===== config.mk =====
export PLATFORM = sky130hd
export DESIGN_NAME = cfar_gate_detect
export DESIGN_NICKNAME = d
export VERILOG_FILES = /design/src/rtl/cfar_gate_detect_pkg.sv /design/src/rtl/cfar_gate_detect_sync_edge_det.sv /design/src/rtl/cfar_gate_detect.sv
export SDC_FILE = /design/constraint.sdc
export NUM_CORES = 1
export LEC_CHECK = 0
export CELL_PAD_IN_SITES_DETAIL_PLACEMENT = 0
export CELL_PAD_IN_SITES_GLOBAL_PLACEMENT = 1
export CORE_MARGIN = 2
export CORE_UTILIZATION = 34
export CTS_CLUSTER_DIAMETER = 120
export DETAILED_ROUTE_END_ITERATION = 12
export PLACE_DENSITY = 0.72
export SLEW_MARGIN = 0
export SYNTH_ARGS = -nofsm -noshare
export SYNTH_HDL_FRONTEND = slang
export SYNTH_SLANG_ARGS = --single-unit
export TNS_END_PERCENT = 100

===== constraint.sdc =====
create_clock -name clk -period 2.12 [get_ports clk]
set_input_delay 0.424 -clock clk [delete_from_list [all_inputs] [get_ports clk]]
set_output_delay 0.424 -clock clk [all_outputs]
set_load 0.01 [all_outputs]

===== src/rtl/cfar_gate_detect_pkg.sv =====
// Constants and types shared by the CFAR gate/detect front end and the CFAR
// adaptation stage: default widths, default gate settings and FSM encoding.
package cfar_pkg;

  localparam int DW_DEF = 16;
  localparam int CW_DEF = 8;
  localparam int HW_DEF = 16;

  localparam logic [7:0] GATE_DELAY_DEF = 8'd39;
  localparam logic [7:0] PULSES_DEF     = 8'd99;

  // One-hot gate FSM encoding.
  typedef enum logic [2:0] {
    ST_IDLE  = 3'b001,
    ST_DELAY = 3'b010,
    ST_GATE  = 3'b100
  } gate_state_t;

  // State entered after a PRI start: skip DELAY when no delay is programmed,
  // skip the gate entirely when its length is zero.
  function automatic gate_state_t first_state(input logic delay_nz,
                                              input logic len_nz);
    if (delay_nz)    return ST_DELAY;
    else if (len_nz) return ST_GATE;
    else             return ST_IDLE;
  endfunction

endpackage


===== src/rtl/cfar_gate_detect_sync_edge_det.sv =====
// Three-flop synchroniser for an asynchronous strobe with a one-clock pulse on
// each rising edge. A level held high produces only one pulse.
module sync_edge_det (
  input  logic clk,
  input  logic reset,
  input  logic async_i,
  output logic pulse_o
);

  logic s1_q, s2_q, s3_q;

  // Shift the async level through the synchroniser chain.
  always_ff @(posedge clk or posedge reset) begin
    if (reset) begin
      s1_q <= 1'b0;
      s2_q <= 1'b0;
      s3_q <= 1'b0;
    end else begin
      s1_q <= async_i;
      s2_q <= s1_q;
      s3_q <= s2_q;
    end
  end

  assign pulse_o = s2_q & ~s3_q;

endmodule


===== src/rtl/cfar_gate_detect.sv =====
// CFAR feed stage: synchronises the PRI sync, runs a delay/range-gate FSM and
// emits registered per-sample enable and hit bits plus a per-gate hit count.
// Valid/ready note: there is no back-pressure; enable qualifies bits for one
// clock, and a beat is consumed whenever enable is high.
module cfar_gate_detect
  import cfar_pkg::*;
#(
  parameter int DW = DW_DEF,
  parameter int CW = CW_DEF,
  parameter int HW = HW_DEF
) (
  input  logic          clk,
  input  logic          reset,
  input  logic          synclk,
  input  logic [DW-1:0] sample,
  input  logic          sample_valid,
  input  logic [DW-1:0] door,
  input  logic [CW-1:0] gate_delay,
  input  logic [CW-1:0] gate_len,
  output logic          start,
  output logic          enable,
  output logic          bits,
  output logic [HW-1:0] hit_count,
  output logic          overrun,
  output gate_state_t   dbg_state
);

  gate_state_t   state_q;
  logic [CW-1:0] cnt_q;
  logic [HW-1:0] acc_q;
  logic [HW-1:0] acc_next;
  logic [HW-1:0] hit_count_q;
  logic          start_q, enable_q, bits_q, overrun_q;
  logic          sync_pulse;
  logic          gate_open, hit_now, last_delay, last_gate;

  sync_edge_det u_sync (
    .clk     (clk),
    .reset   (reset),
    .async_i (synclk),
    .pulse_o (sync_pulse)
  );

  assign gate_open  = (state_q == ST_GATE);
  assign hit_now    = gate_open & sample_valid & (sample >= door);
  assign last_delay = (cnt_q == gate_delay - CW'(1));
  assign last_gate  = (cnt_q == gate_len - CW'(1));
  // Hit accumulator saturates rather than wrapping.
  assign acc_next   = (hit_now && (acc_q != '1)) ? acc_q + HW'(1) : acc_q;

  // Gate FSM with registered strobes; a sync pulse restarts from any state.
  always_ff @(posedge clk or posedge reset) begin
    if (reset) begin
      state_q     <= ST_IDLE;
      cnt_q       <= '0;
      acc_q       <= '0;
      hit_count_q <= '0;
      start_q     <= 1'b0;
      enable_q    <= 1'b0;
      bits_q      <= 1'b0;
      overrun_q   <= 1'b0;
    end else begin
      start_q  <= 1'b0;
      enable_q <= gate_open & sample_valid;
      bits_q   <= hit_now;
      if (sync_pulse) begin
        start_q <= 1'b1;
        cnt_q   <= '0;
        acc_q   <= '0;
        state_q <= first_state(gate_delay != '0, gate_len != '0);
        // Aborting an open delay or gate leaves hit_count untouched.
        if (state_q != ST_IDLE) overrun_q <= 1'b1;
      end else begin
        unique case (state_q)
          ST_DELAY: begin
            if (last_delay) begin
              cnt_q   <= '0;
              state_q <= (gate_len != '0) ? ST_GATE : ST_IDLE;
            end else begin
              cnt_q <= cnt_q + CW'(1);
            end
          end
          ST_GATE: begin
            acc_q <= acc_next;
            if (last_gate) begin
              cnt_q       <= '0;
              state_q     <= ST_IDLE;
              hit_count_q <= acc_next;
            end else begin
              cnt_q <= cnt_q + CW'(1);
            end
          end
          default: begin
            cnt_q <= '0;
          end
        endcase
      end
    end
  end

  assign start     = start_q;
  assign enable    = enable_q;
  assign bits      = bits_q;
  assign hit_count = hit_count_q;
  assign overrun   = overrun_q;
  assign dbg_state = state_q;

endmodule


==> results of run 1 <==
==> through the flow <==
| stage | hold slack, ns | utilization (%) |
|---|---|---|
| 2_1_floorplan | 0.331 | - |
| 3_3_place_gp | 0.338 | 51.0 |
| 5_1_grt | 0.304 | 59.8 |
| 3_5_place_dp | 0.340 | 51.0 |
| 6_report | 0.300 | 59.8 |
| 4_1_cts | 0.300 | 57.4 |
==> routing by layer <==
metal  up-vias  part of all wire (%)  GRT usage, %
met5         -                     0             0
met4         0                   1.2          3.79
met3        10                   3.2          2.87
met2        72                    50          34.8
met1      1729                    45          26.5
li1       1660                     -             -
==> cell usage in the layout, fill, tap and decap left out, types with 12 or more instances in the layout <==
cell	n
nor2_1	31
buf_4	69
nand2_1	19
clkdlybuf4s50_1	26
ha_4	12
clkbuf_2	13
nand3_1	14
buf_6	17
inv_1	12
a31oi_1	16
a21oi_1	16
dfrtp_1	47
dlygate4sd2_1	21
==> cell usage after synthesis (all sizes together), types with 2 or more instances <==
library cell   n
a2111oi        4
a211oi         2
a21oi         26
a31oi         20
and3           8
and4           3
buf            5
clkbuf         8
dfrtp         49
ha            22
inv           26
nand2         21
nand2b         4
nand3         18
nand4          7
nor2          39
nor2b          3
nor3          11
nor3b          2
nor4           3
nor4b          3
o211ai         5
o21ai          9
o31a           2
o31ai          8
o41ai          5
or2            2
or3            2
or4            9
xnor2         14
xor2           9
==> worst register-to-register path, cell delays in order, from the launching register on <==
cell	delay (ns)
dfrtp_1	0.45
ha_1	0.22
nand3_1	0.24
nor2_1	0.21
nand3_1	0.17
or4_4	0.57
a31oi_1	0.16
==> registers in the layout, indices dropped and copies added (netlist names) <==
signal	flops
acc_q	16
hit_count	16
cnt_q	8
dbg_state	3
bits	1
enable	1
overrun	1
start	1
u_sync.s1_q	1
u_sync.s2_q	1
u_sync.s3_q	1
==> power groups by stage <==
stage / combinational, uW / sequential, uW / clock (uW)
floorplan: 368 / 1100 / 0
global placement: 765 / 1080 / 0
detailed placement: 771 / 1080 / 0
CTS: 852 / 1060 / 689
global route: 1030 / 1070 / 718
finish: 946 / 1060 / 686
==> cell type report <==
cell class,instances,area share (%)
Clock buffer,7,1.37
Sequential cell,50,22.6
Clock inverter,1,0.541
Timing Repair Buffer,156,24.5
Tap cell,129,2.91
Multi-Input combinational cell,279,46.0
Inverter,27,2.14
==> cell families after synthesis <==
kind of cell               count (synthesis)  share of synthesized area, %
adders and majority gates                 22                          8.41
AOI/OAI and AO/OA                         91                          18.3
and+or+nand+nor                          140                          23.0
xor gates and xnor gates                  24                          6.84
DFF                                       50                          38.3
buffers and inverters                     40                          5.16
==> what timing repair did <==
action,4_1_cts,5_1_grt
gates resized for setup,149,84
cloned,5,0
pin swaps,53,51
setup endpoints to repair,44,43
buffers inserted,17,11
==> how the worst min path moves through the flow <==
stage	startpoint	endpoint	slack, ns	cells after the start
finish	reset	overrun	0.30	2
detailed placement	u_sync.s1_q	u_sync.s2_q	0.34	0
floorplan	u_sync.s1_q	u_sync.s2_q	0.33	0
CTS	reset	overrun	0.30	2
global placement	u_sync.s1_q	u_sync.s2_q	0.34	0
global route	reset	dbg_state[2]	0.30	2
==> summary.txt, run 1 <==
Floorplan
  – DIE AREA: 0.0104 mm2
  – Initial core utilization: 35.3%
  – Site row count: 35
  – Die height: 102 um
  – Die W: 102 um
  – Io pins: 75
  – Core Area: 0.00928 mm2

Routing
  – Routed Antenna Nets: 0
  – WL final: 10.5 mm
  – Total iterations of the first detailed-routing run: 4
  – Residual DRC: 0
  – Via count: 3471
  – Via-to-Cell Ratio: 5.35
  – Routed wire per std cell: 16.1 um
  – 1st-iter DRT viols: 164

STA
  – FMAX: 425 MHz
  – Final min period: 2.35 ns
  – Crit share post-route: 111%
  – Final setup viols: 30
  – Post-route setup slack: -0.230 ns
  – Max Clock Skew: 0.0112 ns
  – Hold Violations, Final: 0
  – Worst slew pin tran: 0.479 ns
  – Relative slew slack: 67.9%
  – RSZ-0062 raised after global routing: true
  – Final Max Tran Viols: 0
  – Setup_tns: -3.14 ns

Synthesis
  – Register area share after synthesis: 38.2%
  – EDFF count, synth: 0
  – Top cells by area, synth: dfrtp_1 (37%), ha_1 (8.4%), nor2_1 (4.5%), a21oi_1 (4.0%), a31oi_1 (3.8%)
  – Syn nets: 441
  – Area share of the largest cell type after synthesis: 37.4%
  – Mean Syn Cell Area: 8.92 um2
  – Synth warn: 0
  – Syn Std Cell Area: 0.00327 mm2
  – Async S/R FF share, synth: 100%
  – Netlist cell types: 56
  – Primary FF master, synth: dfrtp_1
  – Dominant cell type by area after synthesis: dfrtp_1
  – Cells after synthesis: 367
  – Seq cells post-synth: 50

Clock network
  – CTS Hold Buffers Added: 0
  – Clk_lat worst skew: 0.31 ns
  – TritonCTS buffer count: 5
  – Clock H-tree levels: 2
  – Root Buffer: clkbuf_8
  – Sink Count: 50
  – Clk slew on worst S/H paths: 0.10 ns
  – CTS tree: built
  – Maximum root-to-sink buffer count: 2

Global routing
  – Vias in the first global route: 3418
  – GRT Resource Usage Total: 19.9%
  – Largest net degree at the start of global routing: 26
  – First-pass GRT wire length: 16.6 mm
  – Total gr overflow: 0
  – Initial antenna violation count: 0

Status
  – Status: complete, but fails checks
  – Failing checks: negative setup slack

Final layout
  – Register area: 0.00125 mm2
  – Layout area overhead: 69.7%
  – Multi-input gate area: 0.00255 mm2
  – Design area: 0.00556 mm2
  – Layout cells sized above 1: 42.3%
  – Fillers: 821
  – Non-Filler Instances: 649
  – Final #Nets: 593
  – Antenna cells: 0

Setup path
  – Worst Path Arrival: 2.59 ns
  – CP Launch Type: input port
  – Worst reg-to-reg path cell count: 6
  – Critical Path Max Stage Delay: 0.57 ns
  – Worst flop-to-flop path startpoint: acc_q[0]
  – Crit path buffers/inverters: 2
  – Crit path depth: 9
  – Worst-path cell chain: dlygate4sd2_1 > inv_1 > ha_1 > o21a_1 > nor2_1 > or4b_4 > and3_4 > or4_4 > a31oi_1
  – Worst Path Class, Setup: input port to flip-flop
  – R2r setup slk: 0.03 ns
  – Reg-to-reg endpoint: hit_count[14]
  – CP top delay family: simple AND/OR/NAND/NOR gates
  – Max Fanout on Critical Path: 5
  – Required @ worst endpoint: 2.36 ns
  – CP startpoint: door[2]
  – CP Capture Type: flip-flop
  – CP Capture Point: hit_count[7]
  – Slowest-stage cell, CP: or4b_4

Run
  – Max-cap violations: 0

Power and ir drop
  – Final Power: 2690 uW
  – Comb power frac: 35.1%
  – Switching power: 855 uW
  – Worst vdd ir: 0.000271 V
  – Pint: 1840 uW
  – Clk network pwr share: 25.5%
  – Sw Share: 31.7%
  – PD cells: 485 mW/mm2
  – Static leakage: 0.00231 uW
  – Sequential share of power: 39.4%

Placed design
  – Post-DP HPWL: 6.93 mm
  – IO buf count: 74
  – Placed cells: 616
  – Placed cell areas: 0.00474 mm2
  – DP Worst Slack: -1.09 ns
  – GP Congestion: 0.854

Hold path
  – Hold Path Class: input port to asynchronous set/reset pin
(Power assumes the default switching activity.)
==> inputs of run 2 (changes only) <==
Settings changed: ABC_AREA set to 1, CORE_UTILIZATION 34 to 33, PLACE_DENSITY 0.72 to 0.73.
==> run 2 against run 1 <==
Against the previous run: the flow now finishes without violations; synthesized area increased by 10%; critical endpoint is now hit_count[10]; register-to-register slack better by 0.16 ns; clock power fell by 1%; die area rose by 13%; global-route usage decreased by 4.7 points; maximum frequency up 17%; cell count grew 17%; synthesized cell count rose by 42%; sequential power up 4%; combinational power up 0.5%; wire length shrank 12%.
==> summary.txt, run 2 <==
Status
  – Status: finished, final reports clean (was complete, but fails checks)

Final layout
  – Final Core Density: 47.7% (was 59.8%)
  – Most frequent cells in the layout: nand2_1 (168), inv_1 (64), nor2_1 (50) (was buf_4 (69), dfrtp_1 (47), nor2_1 (31))
  – Antenna cells: 0 (unchanged)
  – Layout cells sized above 1: 16.0% (was 42.3%)
  – Most common cell after layout, fill and taps aside: nand2_1 (was buf_4)
  – Final #Nets: 692 (was 593)
  – Layout area overhead: 42.1% (was 69.7%)

Synthesis
  – Primary FF master, synth: dfrtp_1 (unchanged)
  – Async S/R FF share, synth: 100% (unchanged)
  – Most frequent cell after synthesis: nand2_1 (was dfrtp_1)
  – Synth warn: 0 (unchanged)
  – Syn Std Cell Area: 0.00361 mm2 (was 0.00327 mm2)
  – EDFF count, synth: 0 (unchanged)
  – Cells after synthesis: 521 (was 367)
  – Seq cells post-synth: 50 (unchanged)
  – Syn nets: 595 (was 441)
  – Netlist cell types: 28 (was 56)
  – Mean Syn Cell Area: 6.92 um2 (was 8.92 um2)
  – Register area share after synthesis: 34.7% (was 38.2%)
  – Top cells by area, synth: dfrtp_1 (34%), nand2_1 (18%), inv_1 (7.9%), ha_1 (7.6%), nor2_1 (5.8%) (was dfrtp_1 (37%), ha_1 (8.4%), nor2_1 (4.5%), a21oi_1 (4.0%), a31oi_1 (3.8%))
  – Dominant cell type by area after synthesis: dfrtp_1 (unchanged)
  – Top cells by count, synth: nand2_1 (177), inv_1 (76), nor2_1 (56) (was dfrtp_1 (49), nor2_1 (39), a21oi_1 (26), inv_1 (26), ha_1 (22))
  – Area share of the largest cell type after synthesis: 34.0% (was 37.4%)

Clock network
  – CTS tree: built (unchanged)
  – Maximum root-to-sink buffer count: 2 (unchanged)
  – Clk slew on worst S/H paths: 0.09 ns (was 0.10 ns)
  – Clk_lat worst skew: 0.30 ns (was 0.31 ns)
  – Sink Count: 50 (unchanged)
  – TritonCTS buffer count: 5 (unchanged)
  – Clock H-tree levels: 2 (unchanged)
  – Root Buffer: clkbuf_8 (unchanged)
  – CTS Hold Buffers Added: 0 (unchanged)

Placed design
  – Post-DP HPWL: 6.62 mm (was 6.93 mm)
  – IO buf count: 74 (unchanged)
  – GP Congestion: 0.833 (was 0.854)

Setup path
  – Crit path buffers/inverters: 1 (was 2)
  – R2r setup slk: 0.19 ns (was 0.03 ns)
  – Critical Path Max Stage Delay: 0.42 ns (was 0.57 ns)
  – Worst reg-to-reg path cell count: 11 (was 6)
  – Worst-path cell chain: clkdlybuf4s50_1 > ha_1 > nand2_1 > o21bai_1 > a21oi_1 > nor2_2 > nand2_4 > nand3_4 > nand2_1 > nand2_1 > nand2_1 > nand2_1 (was dlygate4sd2_1 > inv_1 > ha_1 > o21a_1 > nor2_1 > or4b_4 > and3_4 > or4_4 > a31oi_1)
  – Worst path most repeated cell: nand2_1
  – Worst Path Arrival: 2.21 ns (was 2.59 ns)
  – Worst Path Class, Setup: input port to flip-flop (unchanged)
  – Required @ worst endpoint: 2.32 ns (was 2.36 ns)
  – CP top delay family: simple AND/OR/NAND/NOR gates (unchanged)
  – Max Fanout on Critical Path: 8 (was 5)
  – CP Capture Type: flip-flop (unchanged)
  – Worst flop-to-flop path startpoint: acc_q[0] (unchanged)
  – Slowest-stage cell, CP: clkdlybuf4s50_1 (was or4b_4)
  – CP Launch Type: input port (unchanged)
  – Reg-to-reg endpoint: hit_count[3] (was hit_count[14])

Global routing
  – Vias in the first global route: 3122 (was 3418)
  – GRT Max-Usage Layer: met2 (unchanged)
  – GR Util met3: 2.53% (was 2.87%)
  – Largest net degree at the start of global routing: 51 (was 26)
  – GRT Resource Usage Total: 15.2% (was 19.9%)
  – GRT met2 Usage: 25.0% (was 34.8%)
  – First-pass GRT wire length: 14.5 mm (was 16.6 mm)
  – Grt met1 use: 21.2% (was 26.5%)
  – Total gr overflow: 0 (unchanged)
  – Initial antenna violation count: 0 (unchanged)

Routing
  – Total iterations of the first detailed-routing run: 6 (was 4)
  – Routed wire per std cell: 12.2 um (was 16.1 um)
  – Routed Antenna Nets: 0 (unchanged)
  – WL final: 9.25 mm (was 10.5 mm)
  – Via count: 3407 (was 3471)
  – Residual DRC: 0 (unchanged)
  – 1st-iter DRT viols: 148 (was 164)
  – Via-to-Cell Ratio: 4.49 (was 5.35)

STA
  – Worst slew pin tran: 0.401 ns (was 0.479 ns)
  – Hold Violations, Final: 0 (unchanged)
  – FMAX: 497 MHz (was 425 MHz)
  – Max Clock Skew: 0.00500 ns (was 0.0112 ns)
  – Final Max Tran Viols: 0 (unchanged)
  – Setup_tns: 0 ns (was -3.14 ns)
  – Relative slew slack: 73.0% (was 67.9%)
  – Final min period: 2.01 ns (was 2.35 ns)
  – RSZ-0062 raised after global routing: false (was true)
  – Final setup viols: 0 (was 30)
  – Crit share post-route: 94.9% (was 111%)

Power and ir drop
  – Worst vdd ir: 0.000273 V (was 0.000271 V)
  – PD cells: 533 mW/mm2 (was 485 mW/mm2)
  – Static leakage: 0.00283 uW (was 0.00231 uW)
  – Final Power: 2730 uW (was 2690 uW)

Floorplan
  – DIE AREA: 0.0118 mm2 (was 0.0104 mm2)
  – Site row count: 38 (was 35)
  – Initial core utilization: 33.6% (was 35.3%)
  – Io pins: 75 (unchanged)
  – Die W: 109 um (was 102 um)
  – Die height: 109 um (was 102 um)
  – Core Area: 0.0107 mm2 (was 0.00928 mm2)

Hold path
  – Sink of the worst hold path: u_sync.s2_q
  – Hold Path Stages: 0
  – Min-delay src: u_sync.s1_q
  – Hold Path Class: flip-flop to flip-flop (was input port to asynchronous set/reset pin)

Run
  – Max-cap violations: 0 (unchanged)
-- run 2: layer usage --
layer | up-vias | wire length (um)
li1 | 1813 | -
met1 | 1520 | 4490
met2 | 70 | 4200
met3 | 4 | 507
met4 | 0 | 54
met5 | - | 0
-- run 2: worst max-delay path by stage --
stage | from | end | slack, ns | depth (start not counted)
2_1_floorplan | gate_len[0] | hit_count[0] | 0.27 | 14
3_3_place_gp | gate_len[0] | hit_count[0] | -0.31 | 14
3_5_place_dp | gate_len[1] | cnt_q[1] | -0.37 | 14
4_1_cts | gate_len[1] | cnt_q[1] | 0.007 | 14
5_1_grt | sample[10] | hit_count[13] | 0.004 | 12
6_report | sample[10] | hit_count[10] | 0.11 | 12
-- run 2: cell type report --
| cell class | count | area (um2) |
|---|---|---|
| Clock buffer | 7 | 76.3 |
| Clock inverter | 1 | 30.0 |
| Fill cell | 1094 | 5620 |
| Inverter | 80 | 310 |
| Multi-Input combinational cell | 384 | 2210 |
| Sequential cell | 50 | 1250 |
| Tap cell | 140 | 175 |
| Timing Repair Buffer | 97 | 1070 |
-- run 2: power breakdown --
group / internal, uW / total (uW) / switching [uW] / leakage (uW)
sequential: 1030 / 1100 / 71.6 / 0.000674
clock: 354 / 679 / 325 / 0.0000524
combinational: 416 / 951 / 535 / 0.00210
total: 1800 / 2730 / 931 / 0.00283
-- run 2: timing repair --
item | in CTS | in global routing
gates resized for setup | 1 | 81
gates cloned | 0 | 3
endpoints found under the hold margin | 0 | 0
buffers inserted | 0 | 0
endpoints found under the setup margin | 25 | 43
pin swaps | 1 | 32
-- run 2: stage by stage --
| step | hold slack, ns | instance area [um2] | instances | setup WS, ns |
|---|---|---|---|---|
| 3_5_place_dp | 0.343 | 4650 | 748 | -0.371 |
| 5_1_grt | 0.368 | 5120 | 759 | 0.00408 |
| 6_report | 0.362 | 5120 | 759 | 0.108 |
| 3_3_place_gp | 0.339 | 4650 | 748 | -0.305 |
| 2_1_floorplan | 0.331 | 3610 | 521 | 0.265 |
| 4_1_cts | 0.365 | 4760 | 756 | 0.00663 |
-- run 2: logic make-up (layout without fill, tap and decap cells) --
group           after synthesis  count (layout)  synth area share, %
buf+inv                      88             185                 9.96
compound gates               26              26                 3.82
fa+ha+maj                    22              22                 7.63
xor+xnor                     26              26                 6.32
flops                        50              50                 34.7
simple gates                309             310                 37.5
